**src/rtl/fusion_accumulator.sv**
```systemverilog
// Per-lane dot-product accumulator for quarter-unit product words.
// Define FUSION_ACC_SAT_EN for saturating lane adds and a sticky out_sat flag.
module fusion_accumulator #(
  parameter int ACC_W = 24,
  parameter int CNT_W = 12
) (
  input  logic                 clk,
  input  logic                 reset,
  input  logic                 in_valid,
  output logic                 in_ready,
  input  logic [15:0]          in_data,
  input  logic                 in_last,
  input  logic [1:0]           mode,
  input  logic                 is_signed,
  input  logic                 flush,
  output logic                 out_valid,
  input  logic                 out_ready,
  output logic [4*ACC_W-1:0]   out_acc,
  output logic [CNT_W-1:0]     out_count,
  output logic                 out_sat
);

  typedef enum logic [1:0] {IDLE, ACCUM, DONE} state_e;

  state_e                    state_q, state_d;
  logic [1:0]                mode_q, mode_d;
  logic                      sgn_q, sgn_d;
  logic [3:0][ACC_W-1:0]     acc_q, acc_d;
  logic [CNT_W-1:0]          cnt_q, cnt_d;

  logic [1:0]                cur_mode;
  logic                      cur_sgn;
  logic                      accept;
  logic [3:0][ACC_W-1:0]     ext;
  logic [3:0][ACC_W-1:0]     sum;
  logic [3:0]                ovf;

  // The first beat decodes with the live controls; later beats use the latched ones.
  assign cur_mode = (state_q == IDLE) ? mode : mode_q;
  assign cur_sgn  = (state_q == IDLE) ? is_signed : sgn_q;

  assign in_ready = !reset &&
                    ((state_q == IDLE && mode != 2'b11) ||
                     state_q == ACCUM);
  assign accept   = in_valid && in_ready &&
                    !(state_q == ACCUM && flush);

  always_comb begin
    ext = '0;
    unique case (cur_mode)
      2'b00: begin
        for (int k = 0; k < 4; k++) begin
          ext[k] = cur_sgn ? ACC_W'($signed(in_data[4*k +: 4]))
                           : ACC_W'(in_data[4*k +: 4]);
        end
      end
      2'b01: begin
        for (int k = 0; k < 2; k++) begin
          ext[k] = cur_sgn ? ACC_W'($signed(in_data[8*k +: 8]))
                           : ACC_W'(in_data[8*k +: 8]);
        end
      end
      2'b10: begin
        ext[0] = cur_sgn ? ACC_W'($signed(in_data))
                         : ACC_W'(in_data);
      end
      default: ext = '0;
    endcase
  end

`ifdef FUSION_ACC_SAT_EN
  logic [3:0][ACC_W:0] raw;
  logic                sat_q, sat_d;

  always_comb begin
    raw = '0;
    sum = '0;
    ovf = '0;
    for (int k = 0; k < 4; k++) begin
      raw[k] = {1'b0, acc_q[k]} + {1'b0, ext[k]};
      sum[k] = raw[k][ACC_W-1:0];
      if (sgn_q) begin
        if (acc_q[k][ACC_W-1] == ext[k][ACC_W-1] &&
            raw[k][ACC_W-1] != acc_q[k][ACC_W-1]) begin
          ovf[k] = 1'b1;
          sum[k] = acc_q[k][ACC_W-1] ? {1'b1, {(ACC_W-1){1'b0}}}
                                     : {1'b0, {(ACC_W-1){1'b1}}};
        end
      end else if (raw[k][ACC_W]) begin
        ovf[k] = 1'b1;
        sum[k] = '1;
      end
    end
  end

  always_comb begin
    sat_d = sat_q;
    if (state_q == IDLE && accept) begin
      sat_d = 1'b0;
    end else if (state_q == ACCUM && flush) begin
      sat_d = 1'b0;
    end else if (state_q == ACCUM && accept) begin
      sat_d = sat_q | (|ovf);
    end
  end

  always_ff @(posedge clk) begin
    if (reset) sat_q <= 1'b0;
    else       sat_q <= sat_d;
  end

  assign out_sat = sat_q;
`else
  always_comb begin
    ovf = '0;
    for (int k = 0; k < 4; k++) begin
      sum[k] = acc_q[k] + ext[k];
    end
  end

  assign out_sat = 1'b0;
`endif

  always_comb begin
    state_d = state_q;
    mode_d  = mode_q;
    sgn_d   = sgn_q;
    acc_d   = acc_q;
    cnt_d   = cnt_q;
    unique case (state_q)
      IDLE: begin
        if (accept) begin
          mode_d  = mode;
          sgn_d   = is_signed;
          acc_d   = ext;
          cnt_d   = CNT_W'(1);
          state_d = in_last ? DONE : ACCUM;
        end
      end
      ACCUM: begin
        if (flush) begin
          acc_d   = '0;
          cnt_d   = '0;
          state_d = IDLE;
        end else if (accept) begin
          acc_d   = sum;
          cnt_d   = (cnt_q == '1) ? cnt_q : cnt_q + CNT_W'(1);
          if (in_last) state_d = DONE;
        end
      end
      DONE: begin
        if (out_ready) state_d = IDLE;
      end
      default: state_d = IDLE;
    endcase
  end

  always_ff @(posedge clk) begin
    if (reset) begin
      state_q <= IDLE;
      mode_q  <= 2'b00;
      sgn_q   <= 1'b0;
      acc_q   <= '0;
      cnt_q   <= '0;
    end else begin
      state_q <= state_d;
      mode_q  <= mode_d;
      sgn_q   <= sgn_d;
      acc_q   <= acc_d;
      cnt_q   <= cnt_d;
    end
  end

  assign out_valid = (state_q == DONE);
  assign out_acc   = acc_q;
  assign out_count = cnt_q;

endmodule

```
**config.mk**
```make
export PLATFORM = sky130hd
export DESIGN_NAME = fusion_accumulator
export DESIGN_NICKNAME = d
export VERILOG_FILES = /design/src/rtl/fusion_accumulator.sv
export SDC_FILE = /design/constraint.sdc
export NUM_CORES = 1
export LEC_CHECK = 0
export BUFFER_PORTS_ARGS = -buffer_cell sky130_fd_sc_hd__buf_4
export CAP_MARGIN = 25
export CORE_ASPECT_RATIO = 0.75
export CORE_MARGIN = 5
export CORE_UTILIZATION = 64
export CTS_CLUSTER_SIZE = 30
export DETAILED_ROUTE_END_ITERATION = 8
export GPL_TIMING_DRIVEN = 0
export PLACE_DENSITY_LB_ADDON = 0.25
export SYNTH_ARGS = -nofsm -noshare
export SYNTH_HDL_FRONTEND = slang
export SYNTH_SLANG_ARGS = --single-unit
```
**constraint.sdc**
```tcl
create_clock -name clk -period 5.5 [get_ports clk]
set_input_delay 0.825 -clock clk [delete_from_list [all_inputs] [get_ports clk]]
set_output_delay 0.825 -clock clk [all_outputs]
set_load 0.05 [all_outputs]
```
==> summary.txt, run 1 <==
Synthesis
  – Number of register bits inferred by synthesis: 113
  – Cells after Synth: 1253
  – YS warnings: 0
  – Net count after synthesis: 1375
  – Sequential cell area fraction in the yosys report: 0.2364
  – Prevailing post-synth register cell: dfxtp_1
  – Proportion of synthesized flip-flops having asynchronous set or reset: 0
  – Post-synth cell types: 86
  – Area of the mapped netlist: 9570 sq um
  – Average cell area after synthesis: 7.638 sq um
  – Count of flip-flops with a built-in enable after synthesis: 0

STA
  – Final hold viol count: 0
  – Clock Skews: 0.006576 ns
  – Final Slew Violations: 0
  – Ratio of final minimum period to clock period: 0.8436
  – Shortest clock period the worst path allows after layout: 4.640 ns
  – Setup Viol. Count Final: 0
  – Final TNS setup: 0 ns
  – RSZ-0062 raised after global routing: false
  – Max Clock Freq: 215.5 MHz
  – Slew at the pin closest to its max-slew limit: 0.9353 ns
  – Setup slack of the critical path after layout: 0.8603 ns
  – Worst slew margin relative to its limit: 0.3765

Finish
  – Final antenna diode count: 0
  – Total number of nets in the final design: 1528
  – Fraction of layout cells with a size suffix above 1: 0.1445
  – Layout-stage area growth over the synthesis result: 19.81%

Hold path
  – Hold Path Cell Cnt: 2
  – Classification of the worst-slack hold path: reg -> reg
  – Hold Path Origin: out_acc[17]
  – Hold worst-path end: out_acc[17]

Clocking
  – Count of hold-fix buffers inserted at cts: 0
  – CTS tree: yes
  – Clock buffer count from CTS: 17
  – Worst-skew pair later-pin latency: 0.44 ns
  – Number of buffers on the longest clock path: 2
  – CTS sink cnt: 113
  – Count of buffers added by post-CTS timing repair for setup: 0
  – Htree depth: 4
  – Gates resized, CTS repair: 0
  – Clock Tree Root: clkbuf_16
  – Clock input transition at the sequential cells of the worst setup and hold paths: 0.06 ns

Global routing
  – Number of antenna violations at the first check in global routing: 0
  – All-Layer GR Usage: 0.3699
  – Number of global-route vias before repair: 9988
  – Global-route wire length before repair: 51580 um
  – Largest net degree at the start of global routing: 21
  – Residual overflow from global routing: 0

Route
  – Detailed-route DRC error count: 0
  – Overall via count from detail_route: 10710
  – Number of violations reported at the end of detailed-routing iteration 0: 1162
  – Antenna-violating nets left: 0
  – Post-DR vias/cell: 6.615
  – Number of optimization iterations in the first detailed-route pass: 5
  – Avg WL per Cell: 20.24 um
  – DRT Wirelength: 32770 um

Place
  – Port buffer count: 134
  – Final RePlAce weighted congestion: 1.008
  – Post-DP HPWL: 23920 um
  – Setup Slack @ Placement: 0.8029 ns

Floorplanning
  – Die Outline Area: 17520 sq um
  – Chip width: 151.2 um
  – Floorplan die height: 115.9 um
  – Starting Density: 0.6578
  – Io pins: 136
  – Number of placement rows: 38
  – Core area: 14550 sq um

Power
  – Power density over the cells: 292.1 nW/um^2
  – Max rail drop VDD: 0.2114 mV
  – Reported leakage power: 5.238 nW

Critical path
  – Critical Path Start Type: register
  – Path depth of the worst reg2reg path: 16
  – Critical register-to-register path startpoint: state_q[0]
  – Register-to-Register Setup Slack: 0.86 ns
  – Peak fanout along the critical path: 20
  – Reg-to-reg critical path endpoint: out_acc[71]
  – Endpoint class of the critical path: register
  – Classification of the worst setup path: reg -> reg
  – Data required time of the critical path: 5.82 ns
  – WP data arrival: 4.96 ns

Run
  – Number of max-cap violations: 0

Run status
  – Run status: complete, no violations
-- worst max path at each step --
stage,start,endpoint,slack [ns],cells past startpoint
2_1_floorplan,mode[1],out_acc[71],1.65,13
3_3_place_gp,mode[1],out_acc[71],0.91,14
3_5_place_dp,mode[1],out_acc[71],0.80,14
4_1_cts,state_q[0],out_acc[71],0.98,16
5_1_grt,state_q[0],out_acc[71],0.64,16
6_report,state_q[0],out_acc[71],0.86,16
-- layer usage --
metal | global-route usage | routed length (um) | vias up
met3 | 0.07467 | 3778 | 129
met5 | 0 | 0 | -
met4 | 0.1612 | 1369 | 0
met2 | 0.5629 | 14070 | 708
li1 | - | - | 4939
met1 | 0.5096 | 13560 | 4933
-- layout make-up --
class                      count  area [sq um]
buffer                        54         229.0
tap                          200         250.2
fill                        1069          3083
clock buffer                  22         484.2
inverter                      35         131.4
timing repair buffer         134          1006
sequential                   113          2262
clock inverter                10         155.1
multi-input combinational   1051          6948
-- flip-flops by register name, indices dropped and copies added, names as in the netlist --
signal     flops
sgn_q          1
out_count     12
state_q        2
out_acc       96
mode_q         2
-- critical path: stages, from the launching register on --
cell      delay (ns)
dfxtp_1         0.33
buf_6           0.15
or2_1           0.20
buf_2           0.16
or3_1           0.33
o31ai_2         0.11
and3_1          0.84
ha_1            0.46
and4_1          0.21
a211oi_1        0.23
o21a_1          0.30
o311a_1         0.24
o21ai_1         0.12
a221oi_1        0.43
xnor2_1         0.18
o21ai_1         0.07
nor2b_1         0.16
-- where the power goes --
group	switching [mW]	internal, mW
clock network	0.434	0.803
registers	0.0701	0.888
logic	0.778	0.376
total	1.28	2.07
-- cells in the mapped netlist, types with 3 or more instances --
library cell,number,area (sq um)
nand2b_1,10,62.56
o21ai_0,77,385.4
a21oi_2,4,35.03
dfxtp_1,113,2262
a211o_1,6,52.55
nor3b_1,6,45.04
nor2_1,128,480.5
nand3_1,30,150.1
and2_1,14,87.58
a22oi_1,9,67.56
o31ai_1,6,45.04
o21ai_1,41,205.2
ha_1,93,1164
fa_1,4,80.08
xnor2_1,50,437.9
o21a_1,14,105.1
or3_1,7,43.79
buf_2,6,30.03
a21o_1,51,382.9
nor2b_1,13,81.33
o31a_1,3,26.28
xor2_1,31,271.5
a31oi_1,15,93.84
nor4_1,6,37.54
mux2_2,3,33.78
inv_1,32,120.1
and3_1,15,93.84
o21bai_1,13,97.59
clkbuf_1,44,165.2
o211ai_1,4,30.03
a221oi_1,11,96.34
nand2_1,87,326.6
nand4_1,11,68.82
a211oi_1,36,270.3
nor3_1,33,165.2
o211a_1,3,30.03
mux2i_1,4,40.04
a41oi_1,4,35.03
or2_2,3,18.77
a21oi_1,154,770.7
o221a_2,3,33.78
-- cell families (layout without fill, tap and decap cells) --
group,count (synthesis),in the layout,share of synthesized area
buffers and inverters,89,255,0.03765
AOI/OAI and AO/OA,488,488,0.3263
other,1,1,0.0003918
muxes,8,8,0.009151
DFF,113,113,0.2364
xor gates and xnor gates,81,81,0.07413
and+or+nand+nor,376,376,0.1860
adders and majority gates,97,97,0.1300
-- stage by stage --
| stage | cells | util | power [mW] | cell area (sq um) | hold WS (ns) |
|---|---|---|---|---|---|
| floorplan | 1253 | - | 1.769 | 9570 | 0.5005 |
| global route | 1619 | 0.7881 | 3.464 | 11470 | 0.5349 |
| detailed placement | 1587 | 0.7442 | 2.083 | 10830 | 0.5119 |
| global placement | 1587 | 0.7442 | 2.059 | 10830 | 0.4892 |
| CTS | 1619 | 0.7881 | 3.305 | 11470 | 0.5182 |
| finish | 1619 | 0.7881 | 3.349 | 11470 | 0.5216 |
-- cells in the final DEF (no fill, tap or decap), types with 32 or more instances in the layout --
cell type and instances:
a21oi_1 154, buf_4 135, nor2_1 128, dfxtp_1 113, ha_1 93, nand2_1 87, o21ai_0 77, a21o_1 51
xnor2_1 50, clkbuf_1 45, o21ai_1 41, a211oi_1 36, nor3_1 33, inv_1 32
No activity file was read; power rests on OpenSTA's default activity.
==> run 2: changes to the inputs <==
--- a/config.mk
+++ b/config.mk
@@ -9,7 +9,7 @@
 export CAP_MARGIN = 25
 export CORE_ASPECT_RATIO = 0.75
 export CORE_MARGIN = 5
-export CORE_UTILIZATION = 64
+export CORE_UTILIZATION = 53
 export CTS_CLUSTER_SIZE = 30
 export DETAILED_ROUTE_END_ITERATION = 8
 export GPL_TIMING_DRIVEN = 0
==> constraint.sdc (replaced) <==
create_clock -name clk -period 4.17 [get_ports clk]
set_input_delay 0.6255 -clock clk [delete_from_list [all_inputs] [get_ports clk]]
set_output_delay 0.6255 -clock clk [all_outputs]
set_load 0.05 [all_outputs]
==> run 2 against run 1 <==
  * Largest cell class unchanged
  * Highest routed layer unchanged
  * Clock skew up 0.0028 ns
  * Non-clock buffer count up 4
  * Combinational power up 32%
  * Critical endpoint is now out_acc[68]
  * Cell count up 2.8%
==> summary.txt, run 2 (same netlist as run 1, synthesis figures left out) <==
Route
  – Number of violations reported at the end of detailed-routing iteration 0: 1103
  – Detailed-route DRC error count: 0
  – Antenna-violating nets left: 0
  – Overall via count from detail_route: 10420
  – Post-DR vias/cell: 6.255
  – Number of optimization iterations in the first detailed-route pass: 7
  – Avg WL per Cell: 19.28 um
  – DRT Wirelength: 32100 um

Hold path
  – Hold worst-path end: sgn_q
  – Hold Path Origin: is_signed
  – Classification of the worst-slack hold path: in -> reg
  – Hold Path Cell Cnt: 3

Global routing
  – Number of antenna violations at the first check in global routing: 0
  – Largest net degree at the start of global routing: 21
  – Grt met1 use: 0.4336
  – Residual overflow from global routing: 0
  – M2 GR Usage: 0.4434
  – Number of global-route vias before repair: 9706
  – Most used routing layer: met2
  – GR Util met3: 0.05804
  – Global-route wire length before repair: 50340 um
  – All-Layer GR Usage: 0.2994

Place
  – Final RePlAce weighted congestion: 0.9505
  – Port buffer count: 134
  – Area post-placement: 10880 sq um
  – Setup Slack @ Placement: -0.2569 ns
  – Post-DP HPWL: 23520 um

Clocking
  – CTS sink cnt: 113
  – Worst-skew pair later-pin latency: 0.43 ns
  – Clock Tree Root: clkbuf_16
  – Clock input transition at the sequential cells of the worst setup and hold paths: 0.06 ns
  – Clock buffer count from CTS: 17
  – Htree depth: 4
  – Count of hold-fix buffers inserted at cts: 0
  – CTS tree: yes
  – Number of buffers on the longest clock path: 2

Finish
  – Fraction of layout cells with a size suffix above 1: 0.1546
  – Number of flip-flops in the largest register: 96
  – Most common cell after layout, fill and taps aside: a21oi_1
  – Layout-stage area growth over the synthesis result: 21.13%
  – Final non-filler cell area: 11590 sq um
  – Highest-count cells in the layout ignoring fill and taps: a21oi_1, buf_4, nor2_1, dfxtp_1, ha_1
  – Final antenna diode count: 0
  – Total number of nets in the final design: 1532

STA
  – Final Slew Violations: 0
  – Setup Viol. Count Final: 0
  – Ratio of final minimum period to clock period: 0.9668
  – Setup slack of the critical path after layout: 0.1382 ns
  – Final hold viol count: 0
  – Shortest clock period the worst path allows after layout: 4.032 ns
  – Max Clock Freq: 248.0 MHz
  – Clock Skews: 0.009336 ns
  – Worst hold margin: 0.4714 ns
  – Worst slew margin relative to its limit: 0.3835
  – RSZ-0062 raised after global routing: true
  – Slew at the pin closest to its max-slew limit: 0.9248 ns

Critical path
  – Cell type of the slowest stage on the worst timing path: a2111o_1
  – Classification of the worst setup path: reg -> reg
  – Reg-to-reg critical path endpoint: out_acc[68]
  – Crit-path most repeated cell: buf_4
  – WP data arrival: 4.41 ns
  – Critical register-to-register path startpoint: state_q[0]
  – Endpoint class of the critical path: register
  – Critical Path Start Type: register
  – Biggest cell delay along the critical path: 0.40 ns
  – Path depth of the worst reg2reg path: 17
  – Crit. Startpoint: state_q[0]
  – Register-to-Register Setup Slack: 0.14 ns
  – Peak fanout along the critical path: 10
  – Data required time of the critical path: 4.55 ns
  – Sequence of cells on the critical path: buf_6, or2_1, buf_2, or3_1, o31ai_2, buf_4, and2_1, ha_1, nor2b_2, o21ai_1, a21boi_2, o31a_1, nor4_2, nor3_2, buf_4, a2111o_1, nand3_1

Floorplanning
  – Number of placement rows: 42
  – Core area: 17710 sq um
  – Die Outline Area: 20870 sq um
  – Floorplan die height: 126.4 um
  – Io pins: 136
  – Starting Density: 0.5404
  – Chip width: 165.2 um

Power
  – Max rail drop VDD: 0.1993 mV
  – Reported leakage power: 5.258 nW
  – Power density over the cells: 373.4 nW/um^2
  – Total power of the final layout: 4.328 mW

Run status
  – Run status: complete, no violations

Run
  – Number of max-cap violations: 0
run 2: critical path, delay by kind of cell, from the launching register on:
family,cells,cell delay [ns]
compound gates,5,1.29
fa+ha+maj,1,0.28
buf+inv,4,0.70
flops,1,0.32
simple gates,7,1.39
run 2: how the worst max path moves through the flow:
stage	end	slack, ns
finish	out_acc[68]	0.14
global route	out_acc[66]	-0.03
CTS	out_acc[64]	0.007
detailed placement	out_acc[71]	-0.26
global placement	out_acc[71]	-0.21
floorplan	out_acc[71]	0.41
run 2: final cells by class:
class | count | area [sq um]
clock inverters | 10 | 132.6
plain buffers | 54 | 232.7
multi-input cells | 1051 | 7014
repair buffers | 138 | 1040
clock buffers | 22 | 474.2
well taps | 242 | 302.8
flip-flops and latches | 113 | 2262
fillers | 1531 | 6117
inverters | 35 | 133.9
run 2: repair_timing:
item                       in CTS  in global routing
buffers inserted                0                  3
resized for setup               4                 18
setup endpoints to repair       9                 16
pin swaps                       0                  3
gates cloned                    0                  1
run 2: metal layers:
| metal | wire length (um) | share of wire | up-vias |
|---|---|---|---|
| met1 | 14330 | 0.45 | 4842 |
| met5 | 0 | 0 | - |
| met4 | 1067 | 0.033 | 0 |
| li1 | - | - | 4943 |
| met3 | 3045 | 0.095 | 87 |
| met2 | 13650 | 0.43 | 543 |
run 2: stage by stage:
stage	util	cells	TNS (ns)
5_1_grt	0.6546	1665	-0.08260
3_5_place_dp	0.6143	1629	-0.5504
3_3_place_gp	0.6143	1629	-0.3877
2_1_floorplan	-	1253	0
6_report	0.6546	1665	0
4_1_cts	0.6494	1661	0
run 2: where the power goes:
| group | internal, mW | switching (mW) | total [mW] |
|---|---|---|---|
| Sequential | 1.17 | 0.0911 | 1.26 |
| Clock | 0.982 | 0.567 | 1.55 |
| Combinational | 0.502 | 1.02 | 1.52 |
| Total | 2.66 | 1.67 | 4.33 |
